## config.mk

```make
export PLATFORM = sky130hd
export DESIGN_NAME = note_scroller
export DESIGN_NICKNAME = d
export VERILOG_FILES = /design/src/rtl/note_scroller.sv
export SDC_FILE = /design/constraint.sdc
export NUM_CORES = 1
export LEC_CHECK = 0
export ABC_AREA = 1
export CORE_ASPECT_RATIO = 1.25
export CORE_MARGIN = 10
export CORE_UTILIZATION = 46
export CTS_CLUSTER_SIZE = 40
export DETAILED_ROUTE_END_ITERATION = 16
export HOLD_SLACK_MARGIN = 0.05
export PLACE_DENSITY = 0.77
export SLEW_MARGIN = 20
export SYNTH_ARGS = -nofsm -noshare
export SYNTH_HDL_FRONTEND = slang
export SYNTH_SLANG_ARGS = --single-unit
export TNS_END_PERCENT = 50
```

## constraint.sdc

```tcl
create_clock -name clk -period 1.7 [get_ports clk]
set_input_delay 0.34 -clock clk [delete_from_list [all_inputs] [get_ports clk]]
set_output_delay 0.34 -clock clk [all_outputs]
set_load 0.005 [all_outputs]
```

## src/rtl/note_scroller.sv

```systemverilog
// Chart scroller: three lane shift registers advanced once per beat, with notes = lane bit 0.
// First judge_strobe comes BEAT_DIV cycles after start. pause stalls the beat divider; loads are accepted only outside PLAY.
module note_scroller #(
    parameter int LANE_LEN = 32,
    parameter int BEAT_DIV = 12_500_000
) (
    input  logic                            clk,
    input  logic                            reset,
    input  logic                            load_en,
    input  logic [1:0]                      load_lane,
    input  logic [LANE_LEN-1:0]             load_data,
    input  logic                            start,
    input  logic                            pause,
    output logic [2:0]                      notes,
    output logic                            judge_strobe,
    output logic                            beat_tick,
    output logic [$clog2(LANE_LEN+1)-1:0]   position,
    output logic                            playing,
    output logic                            song_done,
    output logic [3*LANE_LEN-1:0]           lanes
);

    localparam int DIV_W = (BEAT_DIV > 1) ? $clog2(BEAT_DIV) : 1;
    localparam int POS_W = $clog2(LANE_LEN+1);

    typedef enum logic [1:0] {
        IDLE = 2'd0,
        PLAY = 2'd1,
        DONE = 2'd2
    } state_t;

    state_t                     state_q;
    logic [2:0][LANE_LEN-1:0]   lane_q, lane_d;
    logic [DIV_W-1:0]           div_q, div_d;
    logic [POS_W-1:0]           position_q, position_d;
    logic                       beat_tick_q;

    logic                       beat_end;
    logic                       last_beat;
    logic                       start_ok;
    logic                       load_ok;

    always_comb begin
        beat_end  = (state_q == PLAY) && !pause && (div_q == DIV_W'(BEAT_DIV-1));
        last_beat = beat_end && (position_q >= POS_W'(LANE_LEN-1));
        start_ok  = start && (state_q != PLAY);
        load_ok   = load_en && (state_q != PLAY) && (load_lane != 2'd3);
    end

    // Lanes: load outside PLAY, shift right on each beat end inside PLAY.
    always_comb begin
        lane_d = lane_q;
        if (load_ok) begin
            case (load_lane)
                2'd0:    lane_d[0] = load_data;
                2'd1:    lane_d[1] = load_data;
                2'd2:    lane_d[2] = load_data;
                default: lane_d = lane_q;
            endcase
        end else if (beat_end) begin
            for (int i = 0; i < 3; i++) begin
                lane_d[i] = lane_q[i] >> 1;
            end
        end
    end

    always_comb begin
        div_d      = div_q;
        position_d = position_q;
        if (start_ok) begin
            div_d      = '0;
            position_d = '0;
        end else if (state_q == PLAY && !pause) begin
            div_d = beat_end ? '0 : div_q + DIV_W'(1);
            if (beat_end && position_q != POS_W'(LANE_LEN)) begin
                position_d = position_q + POS_W'(1);
            end
        end
    end

    always_ff @(posedge clk) begin
        if (reset) begin
            state_q     <= IDLE;
            lane_q      <= '0;
            div_q       <= '0;
            position_q  <= '0;
            beat_tick_q <= 1'b0;
        end else begin
            lane_q      <= lane_d;
            div_q       <= div_d;
            position_q  <= position_d;
            beat_tick_q <= beat_end;
            case (state_q)
                IDLE, DONE: if (start) state_q <= PLAY;
                PLAY:       if (last_beat) state_q <= DONE;
                default:    state_q <= IDLE;
            endcase
        end
    end

    // notes stays combinational so it only moves on the edge that closes the strobe cycle.
    assign notes        = {lane_q[2][0], lane_q[1][0], lane_q[0][0]};
    assign judge_strobe = beat_end;
    assign beat_tick    = beat_tick_q;
    assign position     = position_q;
    assign playing      = (state_q == PLAY);
    assign song_done    = (state_q == DONE);
    assign lanes        = lane_q;

endmodule

```

==> results of run 1 <==
routing by layer:
metal  up-vias  track usage [%]  routed length (microns)
met5         -                0                        0
met4         0            8.420                      593
met3        40            6.259                     1630
met2       267            39.20                    11110
met1      3300            23.29                     8222
li1       3535                -                        -
timing repair:
action | in CTS | in global routing
setup buffers | 5 | 4
resized for setup | 130 | 38
cloned | 5 | 0
pin swaps | 2 | 6
endpoints found under the setup margin | 119 | 134
registers in the layout, indices dropped and copies added, names as in the netlist:
name / flops
beat_tick: 1
position: 6
div_q: 24
state_q: 2
lanes: 96
layout make-up:
type | instances | area, sq um | share of cell area [%]
clock inverter | 14 | 117.6 | 1.243
clock buffer | 17 | 425.4 | 4.497
timing repair buffer | 242 | 2516 | 26.60
multi-input combinational | 735 | 3405 | 35.99
tap | 171 | 214.0 | 2.262
sequential | 129 | 2600 | 27.48
inverter | 48 | 182.7 | 1.931
worst register-to-register path, stage by stage (launching register included):
cell and delay (ns):
sky130_fd_sc_hd__dfxtp_2 0.35, sky130_fd_sc_hd__ha_4 0.15, sky130_fd_sc_hd__nand2_4 0.06, sky130_fd_sc_hd__inv_4 0.07
sky130_fd_sc_hd__nand2_4 0.05, sky130_fd_sc_hd__nor2_4 0.13, sky130_fd_sc_hd__nand2_4 0.08, sky130_fd_sc_hd__nor2_8 0.13
sky130_fd_sc_hd__buf_4 0.22, sky130_fd_sc_hd__buf_12 0.15, sky130_fd_sc_hd__buf_12 0.11, sky130_fd_sc_hd__buf_12 0.11
sky130_fd_sc_hd__nor3_1 0.05, sky130_fd_sc_hd__nor2_1 0.14
power groups by stage:
stage	logic (mW)	registers (mW)	clock network, mW
6_report	1.06	3.20	3.39
5_1_grt	1.16	3.21	3.55
4_1_cts	1.05	3.20	3.41
3_5_place_dp	0.992	3.26	0
3_3_place_gp	0.979	3.26	0
2_1_floorplan	0.473	3.26	0
layout by cell type, fill, tap and decap left out, drive strengths merged:
cell type / n
a21oi: 22
a31oi: 1
and3: 1
buf: 95
bufbuf: 1
bufinv: 1
clkbuf: 18
clkdlybuf4s50: 131
clkinv: 6
clkinvlp: 6
dfxtp: 129
dlygate4sd2: 2
dlymetal6s2s: 12
ha: 3
inv: 49
nand2: 300
nand3: 22
nand4: 13
nor2: 161
nor3: 100
o21a: 1
o21ai: 104
o21bai: 1
or2: 1
xor2: 5
metrics by stage:
step / instances / setup TNS [ns]
2_1_floorplan: 971 / 0
3_3_place_gp: 1312 / -33.23
3_5_place_dp: 1312 / -37.35
4_1_cts: 1353 / -9.213
5_1_grt: 1356 / -20.35
6_report: 1356 / -10.59
worst max-delay path by stage:
stage	endpoint	start	depth (start not counted)
after global routing	judge_strobe	div_q[0]	8
final	judge_strobe	div_q[0]	8
after CTS	judge_strobe	div_q[1]	8
after global placement	div_q[12]	pause	9
after detailed placement	div_q[18]	pause	9
after floorplan	judge_strobe	div_q[1]	9
cells by family after synthesis:
group | after synthesis | synth area share (%)
buf+inv | 107 | 8.277
xor+xnor | 5 | 0.6914
flops | 129 | 40.77
compound gates | 129 | 10.29
simple gates | 598 | 39.37
fa+ha+maj | 3 | 0.5927
==> out/metrics.cfg, run 1 <==
[sta]
final_count_of_pins_violating_max_slew=0
clock-skew-final_ns=0.01047
max_freq_mhz=524.2
setup_viol=96
worstMarginPinSlew_ns=0.9454
period_share_pct=112.2
finalHoldViolCount=0
grt_setup_unrepaired=true
postLayoutSetupSlackWorst_ns=-0.2077
timing.hold.ws_ns=0.4732
max_slew_margin_pct=36.98
min_period_ns=1.908

[critical_path]
cp.required_ns=1.36
worstRegToRegCells=13
cp-end-kind=primary output
critical_path.n_buffers_inverters=2
cp_cell_sequence=ha_4 -> nand2_4 -> inv_4 -> nand2_4 -> nor2_4 -> nand2_4 -> nor2_8 -> buf_6
worst-endpoint-arrival_ns=1.57
reg2reg_to=lanes[29]
critical_path_max_stage_delay_ns=0.35
max_fanout_on_critical_path=4
timing.setup.critical_path_class=flop to primary output
critical-path-top-cell-by-count=sky130_fd_sc_hd__nand2_4
timing.rr.start=div_q[0]
critical_path.slowest_cell=sky130_fd_sc_hd__dfxtp_2
ff2ff_setup_slack_ns=-0.18
critPathLaunchType=flop
cpLargestDelayFamily=simple AND/OR/NAND/NOR gates

[power]
power.density_cell_area_mw_per_mm2=808.4
internal_power_mw=5.635
share_of_total_power_in_sequential_cells_pct=41.9
p_comb_share_pct=13.9
clock_power_share_pct=44.3
net_switching_share_of_the_total_power_pct=26.32
totalPowerFinal_mw=7.648
ir_worst_vdd_mv=0.6019
total_net_switching_power_mw=2.013
cellLeakagePower_nw=4.320

[layout]
postLayoutCoreUtil_pct=70.87
area_growth_syn_to_layout_pct=49.37
num-nets-final=1215
layout.cell_area.non_filler_sq_mm=0.009460
antenna_cells=0
final_layout_size_suffix_gt1_share_pct=16.29
fillCellCount=1013

[floorplanning]
coreArea_sq_mm=0.01335
total_die_area_sq_mm=0.01889
initial_utilization_pct=47.45
dieHeight_microns=151.2
num_io_pins=148
die_width_microns=125.0
row_count=47

[clocking]
clockBufferDepth=2
cts-htree-levels=4
cts-root-buf=sky130_fd_sc_hd__clkbuf_16
clock_pin_transition_on_the_worst_setup_and_hold_timing_paths_ns=0.06
cts_sink_count=129
tritoncts.num_buffers=17
cts_tree=built
clk-insertion-delay-late_ns=0.41
cts-hold-fix-buffers=0

[placement]
numPortBuffers=147
routabilityCongestion=0.8896
dp.final_hpwl_mm=14.32
post_dp_cell_area_sq_mm=0.008454
place_ws_ns=-0.7050

[routing]
vias=7142
drt_pass1_iterations=5
drt_first_iter_violations=826
wl_per_cell_microns=15.90
post-route-drc-count=0
ant_nets=0
post_drt_via_cell_ratio=5.267
routed_wirelength_mm=21.56

[yosys]
post_synthesis_sequential_area_ratio_pct=40.77
synth.distinct_cells=31
yosys_register_bits=129
yosysMostFrequentCell=sky130_fd_sc_hd__nand2_1
number_of_enable_flip_flop_cells_after_synthesis=0
synth-async-reset-ratio_pct=0
post_synth.cell_area_avg_sq_um=6.523
synth-warning-count=0
synth_flop_cell=sky130_fd_sc_hd__dfxtp_1
synthesized_area_sq_mm=0.006334
cell_type_with_the_highest_aggregate_area_in_the_netlist=sky130_fd_sc_hd__dfxtp_1
post_synth_most_frequent_cells=297 x sky130_fd_sc_hd__nand2_1, 156 x sky130_fd_sc_hd__nor2_1, 129 x sky130_fd_sc_hd__dfxtp_1
netlist_instances=971
syn-num-nets=1013
synth_top_cells_by_area=sky130_fd_sc_hd__dfxtp_1 41%, sky130_fd_sc_hd__nand2_1 18%, sky130_fd_sc_hd__nor2_1 9.2%, sky130_fd_sc_hd__nor3_1 7.7%, sky130_fd_sc_hd__o21ai_0 7.6%
share_of_the_synthesized_area_in_the_top_cell_type_pct=40.77

[run]
maxCapViolations=0

[hold_path]
hold-path-cell-count=2
holdCritPathClass=flop to flop
timing.hold.worst_endpoint=state_q[1]
min-delay-start=state_q[1]

[global_route]
grt_pass1_wl_mm=34.01
antenna_found_initial=0
grt_pass1_vias=6835
grt_overflow_total=0
grtUsageTotal_pct=21.59
largest_net_degree_at_the_start_of_global_routing=94

[status]
failing_checks=setup timing
run_status=finished, violations left

(Power assumes the default switching activity.)
==> inputs of run 2 (changes only) <==
- HOLD_SLACK_MARGIN: 0.05 -> 0.03
- PLACE_DENSITY: 0.77 -> 0.85
==> run 2 against run 1 <==
The flow still finishes with violations (setup timing). Non-clock buffer count is 17 lower. Critical path depth is 1 higher. Register-to-register slack worse by 0.06 ns. Total power is 0.20% higher. Hold slack better by 0.026 ns. First-iteration DRC count is 23% higher. Cell area is 3.6% lower. Clock-buffer cell count is 1 higher. Worst setup slack worse by 0.079 ns. Core utilization is 2.5 points lower. Critical endpoint unchanged.
==> out/metrics.cfg, run 2 (synthesis gave the netlist of run 1 again) <==
[floorplanning]
total_die_area_sq_mm=0.01889  ; unchanged
coreArea_sq_mm=0.01335  ; unchanged
num_io_pins=148  ; unchanged
dieHeight_microns=151.2  ; unchanged
die_width_microns=125.0  ; unchanged
row_count=47  ; unchanged
initial_utilization_pct=47.45  ; unchanged

[critical_path]
worst-endpoint-arrival_ns=1.65  ; was 1.57 ns
critical-path-top-cell-by-count=sky130_fd_sc_hd__nand2_4  ; unchanged
max_fanout_on_critical_path=2  ; was 4
timing.rr.start=div_q[1]  ; was div_q[0]
timing.setup.critical_path_class=flop to primary output  ; unchanged
cp_cell_sequence=ha_4 -> nand2_4 -> inv_4 -> nand2_4 -> nor2_4 -> nand2_4 -> nor2_8 -> buf_6 -> buf_6  ; was ha_4 -> nand2_4 -> inv_4 -> nand2_4 -> nor2_4 -> nand2_4 -> nor2_8 -> buf_6
cp.required_ns=1.36  ; about the same
critical_path.slowest_cell=sky130_fd_sc_hd__dfxtp_2  ; unchanged
critPathLaunchType=flop  ; unchanged
cp-end-kind=primary output  ; unchanged
critical_path_source=div_q[1]  ; was div_q[0]
critical_path_max_stage_delay_ns=0.36  ; was 0.35 ns

[layout]
postLayoutCoreUtil_pct=68.34  ; was 70.87%
largest_register_ff_count=96  ; unchanged
area_growth_syn_to_layout_pct=44.03  ; was 49.37%
antenna_cells=0  ; unchanged
instances_no_fill=1348  ; was 1356
layout.cell_area.non_filler_sq_mm=0.009123  ; was 0.009460 sq mm
layout_commonest_cell=sky130_fd_sc_hd__nand2_1  ; unchanged
fillCellCount=1011  ; was 1013
num-nets-final=1206  ; was 1215
final_cell_mix=293 x sky130_fd_sc_hd__nand2_1, 143 x sky130_fd_sc_hd__nor2_1, 128 x sky130_fd_sc_hd__clkdlybuf4s50_1  ; was 294 x sky130_fd_sc_hd__nand2_1, 143 x sky130_fd_sc_hd__nor2_1, 131 x sky130_fd_sc_hd__clkdlybuf4s50_1
final_layout_size_suffix_gt1_share_pct=14.61  ; was 16.29%

[global_route]
grt_pass1_vias=6600  ; was 6835
largest_net_degree_at_the_start_of_global_routing=94  ; unchanged
grt_overflow_total=0  ; unchanged
grtUsageTotal_pct=21.75  ; was 21.59%
grt_pass1_wl_mm=33.82  ; was 34.01 mm
antenna_found_initial=0  ; unchanged

[power]
totalPowerFinal_mw=7.663  ; was 7.648 mW
cellLeakagePower_nw=4.125  ; was 4.320 nW
power.density_cell_area_mw_per_mm2=840.0  ; was 808.4 mW/mm^2
ir_worst_vdd_mv=0.7218  ; was 0.6019 mV

[sta]
setup_viol=123  ; was 96
clock-skew-final_ns=0.008430  ; was 0.01047 ns
worstMarginPinSlew_ns=0.8315  ; was 0.9454 ns
period_share_pct=116.9  ; was 112.2%
max_slew_margin_pct=44.56  ; was 36.98%
min_period_ns=1.987  ; was 1.908 ns
postLayoutSetupSlackWorst_ns=-0.2869  ; was -0.2077 ns
finalHoldViolCount=0  ; unchanged
final_count_of_pins_violating_max_slew=0  ; unchanged
grt_setup_unrepaired=true  ; unchanged
max_freq_mhz=503.3  ; was 524.2 MHz
timing.hold.ws_ns=0.4987  ; was 0.4732 ns
totalNegativeSetupSlack_ns=-15.11  ; was -10.59 ns

[clocking]
cts-htree-levels=4  ; unchanged
clk-insertion-delay-late_ns=0.42  ; was 0.41 ns
tritoncts.num_buffers=17  ; unchanged
cts_sink_count=129  ; unchanged
clockBufferDepth=2  ; unchanged
clock_pin_transition_on_the_worst_setup_and_hold_timing_paths_ns=0.06  ; about the same
cts_tree=built  ; unchanged
cts-root-buf=sky130_fd_sc_hd__clkbuf_16  ; unchanged

[routing]
wl_per_cell_microns=16.73  ; was 15.90 microns
vias=7397  ; was 7142
post_drt_via_cell_ratio=5.487  ; was 5.267
drt_pass1_iterations=6  ; was 5
drt_first_iter_violations=1015  ; was 826
routed_wirelength_mm=22.56  ; was 21.56 mm
ant_nets=0  ; unchanged
post-route-drc-count=0  ; unchanged

[placement]
routabilityCongestion=0.9272  ; was 0.8896
place_ws_ns=-0.8633  ; was -0.7050 ns
placedCellCount=1299  ; was 1312
dp.final_hpwl_mm=14.00  ; was 14.32 mm
numPortBuffers=147  ; unchanged
post_dp_cell_area_sq_mm=0.008244  ; was 0.008454 sq mm

[hold_path]
min-delay-start=position[1]  ; was state_q[1]
holdCritPathClass=flop to flop  ; unchanged

[run]
maxCapViolations=0  ; unchanged

[status]
run_status=finished, violations left  ; unchanged
failing_checks=setup timing  ; unchanged

==> run 2: changes by cell type in the layout (fill, tap and decap cells not counted), sizes merged, moves of 2 or more <==
cell	previous run	this run
clkdlybuf4s50	131	128
dlygate4sd2	2	6
nor2	161	169
dlymetal6s2s	12	10
clkinv	6	2
inv	49	52
clkdlybuf4s15	0	2
buf	95	79
==> run 2: where the power goes <==
part | total (mW) | switching (mW) | internal [mW]
Clock | 3.48 | 1.45 | 2.02
Sequential | 3.20 | 0.0836 | 3.12
Combinational | 0.982 | 0.525 | 0.458
==> run 2: worst max-delay path, delay by kind of cell, from the launching register on <==
kind,cells,cell delay (ns)
and+or+nand+nor,5,0.42
adders and majority gates,1,0.16
buffers and inverters,3,0.28
DFF,1,0.36
==> run 2: repair_timing <==
| action | in CTS | in global routing |
|---|---|---|
| buffers inserted | 4 | 5 |
| gates resized for setup | 44 | 41 |
| endpoints found under the setup margin | 131 | 144 |
| pin swaps | 11 | 4 |
| hold buffers | 0 | 0 |
| gates cloned | 6 | 2 |
==> run 2: layer usage <==
metal  wire (microns)  global-route usage (%)  vias to the layer above
met1             8593                   24.43                     3376
li1                 -                       -                     3532
met3             1865                   5.420                       75
met5                0                       0                        -
met4              806                   10.50                        0
met2            11290                   37.99                      414
==> run 2: cell type report <==
cell class / instances / area [sq um] / area share (%)
inverter: 48 / 185.2 / 2.030
clock buffer: 18 / 429.2 / 4.704
clock inverter: 14 / 131.4 / 1.440
timing repair buffer: 225 / 2136 / 23.41
tap: 171 / 214.0 / 2.345
sequential: 129 / 2605 / 28.56
multi-input combinational: 743 / 3422 / 37.51
==> run 2: worst paths after layout <==
check / slack [ns] / depth (start not counted) / to
max: -0.29 / 9 / judge_strobe
max reg2reg: -0.24 / 12 / position[4]
min reg2reg: 0.50 / 2 / position[1]
min: 0.50 / 2 / position[1]
==> inputs of run 3 (changes only) <==
- CELL_PAD_IN_SITES_DETAIL_PLACEMENT: unset -> 0
- CELL_PAD_IN_SITES_GLOBAL_PLACEMENT: unset -> 1
- CORE_UTILIZATION: 46 -> 44
- DONT_BUFFER_PORTS: unset -> 1
- PLACE_DENSITY: 0.85 -> 0.87
- clock period: 1.7 -> 2 ns (I/O delays scaled with it)
==> run 3 against run 2 <==
The run still ends with setup timing left. Routed wire length decreased by 13%. Sequential share of layout area is 6.1 points higher. Clock power down 14%. Clock skew about the same. Sequential power decreased by 14%. Critical path type unchanged. Largest power group unchanged.
==> out/metrics.cfg, run 3 (synthesis gave the netlist of run 1 again) <==
[floorplanning]
num_io_pins=148  ; unchanged
initial_utilization_pct=45.26  ; was 47.45%
total_die_area_sq_mm=0.01962  ; was 0.01889 sq mm
die_width_microns=127.3  ; was 125.0 microns
row_count=48  ; was 47
dieHeight_microns=154.1  ; was 151.2 microns
coreArea_sq_mm=0.01399  ; was 0.01335 sq mm

[global_route]
antenna_found_initial=0  ; unchanged
grt_pass1_vias=5692  ; was 6600
largest_net_degree_at_the_start_of_global_routing=94  ; unchanged
grt_pass1_wl_mm=31.23  ; was 33.82 mm
grt_overflow_total=0  ; unchanged
grtUsageTotal_pct=19.61  ; was 21.75%

[routing]
drt_first_iter_violations=585  ; was 1015
wl_per_cell_microns=16.70  ; was 16.73 microns
routed_wirelength_mm=19.74  ; was 22.56 mm
post-route-drc-count=0  ; unchanged
drt_pass1_iterations=5  ; was 6
ant_nets=0  ; unchanged
post_drt_via_cell_ratio=5.181  ; was 5.487
vias=6124  ; was 7397

[layout]
fillCellCount=1442  ; was 1011
layout_commonest_cell=sky130_fd_sc_hd__nand2_1  ; unchanged
antenna_cells=0  ; unchanged
final_cell_mix=294 x sky130_fd_sc_hd__nand2_1, 152 x sky130_fd_sc_hd__nor2_1, 124 x sky130_fd_sc_hd__dfxtp_1  ; was 293 x sky130_fd_sc_hd__nand2_1, 143 x sky130_fd_sc_hd__nor2_1, 128 x sky130_fd_sc_hd__clkdlybuf4s50_1
layout.cell_area.non_filler_sq_mm=0.007478  ; was 0.009123 sq mm
area_growth_syn_to_layout_pct=18.08  ; was 44.03%
largest_register_ff_count=96  ; unchanged
final_layout_size_suffix_gt1_share_pct=12.41  ; was 14.61%
num-nets-final=1036  ; was 1206

[critical_path]
critical_path_max_stage_delay_ns=0.35  ; was 0.36 ns
critical_path.n_buffers_inverters=3  ; unchanged
critical_path.slowest_cell=sky130_fd_sc_hd__dfxtp_2  ; unchanged
critical-path-top-cell-by-count=sky130_fd_sc_hd__nand2_4  ; unchanged
max_fanout_on_critical_path=5  ; was 2
timing.setup.critical_path_class=flop to primary output  ; unchanged
cpLargestDelayFamily=simple AND/OR/NAND/NOR gates  ; unchanged
cp.required_ns=1.60  ; was 1.36 ns
critPathLaunchType=flop  ; unchanged
cp-end-kind=primary output  ; unchanged
cp_cell_sequence=ha_4 -> nand2_4 -> inv_4 -> nand2_4 -> nor2_4 -> nand2_4 -> nor2_8 -> buf_6 -> buf_12  ; was ha_4 -> nand2_4 -> inv_4 -> nand2_4 -> nor2_4 -> nand2_4 -> nor2_8 -> buf_6 -> buf_6
worst-endpoint-arrival_ns=1.63  ; was 1.65 ns

[status]
run_status=finished, violations left  ; unchanged
failing_checks=setup timing  ; unchanged

[sta]
setup_viol=1  ; was 123
final_count_of_pins_violating_max_slew=0  ; unchanged
max_slew_margin_pct=46.96  ; was 44.56%
max_freq_mhz=491.7
finalHoldViolCount=0  ; unchanged
period_share_pct=101.7
worstMarginPinSlew_ns=0.7956  ; was 0.8315 ns
grt_setup_unrepaired=true  ; unchanged
postLayoutSetupSlackWorst_ns=-0.03391  ; was -0.2869 ns
clock-skew-final_ns=0.008553  ; was 0.008430 ns
min_period_ns=2.034

[power]
cellLeakagePower_nw=3.327  ; was 4.125 nW
share_of_total_power_in_sequential_cells_pct=44.0  ; was 41.8%
p_comb_share_pct=8.3  ; was 12.8%
clock_power_share_pct=47.7  ; was 45.4%
ir_worst_vdd_mv=0.5979  ; was 0.7218 mV
net_switching_share_of_the_total_power_pct=26.30  ; was 26.90%
total_net_switching_power_mw=1.647  ; was 2.061 mW
power.density_cell_area_mw_per_mm2=837.4  ; was 840.0 mW/mm^2
internal_power_mw=4.616  ; was 5.602 mW

[clocking]
cts_sink_count=129  ; unchanged
cts-root-buf=sky130_fd_sc_hd__clkbuf_16  ; unchanged
cts_tree=built  ; unchanged
clockBufferDepth=2  ; unchanged
clock_pin_transition_on_the_worst_setup_and_hold_timing_paths_ns=0.06  ; about the same
tritoncts.num_buffers=17  ; unchanged
cts-htree-levels=4  ; unchanged
clk-insertion-delay-late_ns=0.43  ; was 0.42 ns

[placement]
dp.final_hpwl_mm=13.38  ; was 14.00 mm
post_dp_cell_area_sq_mm=0.006611  ; was 0.008244 sq mm
numPortBuffers=0  ; was 147
place_ws_ns=-0.3375  ; was -0.8633 ns
routabilityCongestion=0.8281  ; was 0.9272

[run]
maxCapViolations=0  ; unchanged

[hold_path]
holdCritPathClass=input port to flop  ; was flop to flop

## run 3: changes by cell type in the layout (fill, tap and decap cells not counted), moves of 3 or more
cell,before,now
sky130_fd_sc_hd__nor2_1,143,152
sky130_fd_sc_hd__clkdlybuf4s50_1,128,0
sky130_fd_sc_hd__dfxtp_2,15,5
sky130_fd_sc_hd__dlygate4sd2_1,6,0
sky130_fd_sc_hd__dlymetal6s2s_1,10,0
sky130_fd_sc_hd__buf_4,69,52
sky130_fd_sc_hd__buf_6,6,3
sky130_fd_sc_hd__nor2_4,11,4
sky130_fd_sc_hd__bufbuf_16,0,3
sky130_fd_sc_hd__dfxtp_1,113,124
sky130_fd_sc_hd__nor2_2,14,4
## run 3: final cells by class
type	instances	area, sq um	share of cell area [%]
inverter	48	186.4	2.493
multi-input combinational	735	3307	44.22
sequential	129	2589	34.62
clock buffer	20	456.7	6.107
timing repair buffer	63	611.8	8.181
tap	175	219.0	2.928
clock inverter	12	108.9	1.456
## run 3: per-layer routing
layer | up-vias | track usage [%] | routed length [microns]
met5 | - | 0 | 0
met4 | 0 | 8.202 | 437
met2 | 166 | 32.27 | 9696
li1 | 3185 | - | -
met1 | 2747 | 21.89 | 7808
met3 | 26 | 7.774 | 1792
## run 3: final timing paths
| check | start | to | slack [ns] | depth (start not counted) |
|---|---|---|---|---|
| min | load_data[31] | lanes[63] | 0.12 | 2 |
| max | div_q[0] | judge_strobe | -0.03 | 9 |
| max reg2reg | div_q[0] | lanes[89] | 0.13 | 13 |
| min reg2reg | div_q[11] | div_q[11] | 0.47 | 2 |
## run 3: metrics by stage
stage	power, mW	std cells	hold WS, ns	TNS (ns)	utilization [%]
after floorplan	3.173	971	0.4479	0	-
after detailed placement	3.321	1132	0.4595	-9.245	47.25
after global routing	6.529	1182	0.1240	-0.1047	53.44
final	6.263	1182	0.1241	-0.03391	53.44
after CTS	6.304	1175	0.1105	-0.08216	52.72
after global placement	3.315	1132	0.4633	-5.151	47.25
## run 3: repair_timing
action                     CTS  global route
gates resized for setup     12            11
pin swaps                    5             9
setup endpoints to repair  102            82
cloned                       3             0
hold buffers                 1             0
hold endpoints to repair     6             0
buffers inserted             7             7
## run 3: power groups by stage
stage          Clock [mW]  Sequential (mW)  Combinational (mW)
6_report             2.99             2.75               0.522
5_1_grt              3.16             2.77               0.605
4_1_cts              3.03             2.76               0.515
3_5_place_dp            0             2.81               0.508
3_3_place_gp            0             2.81               0.503
2_1_floorplan           0             2.77               0.402
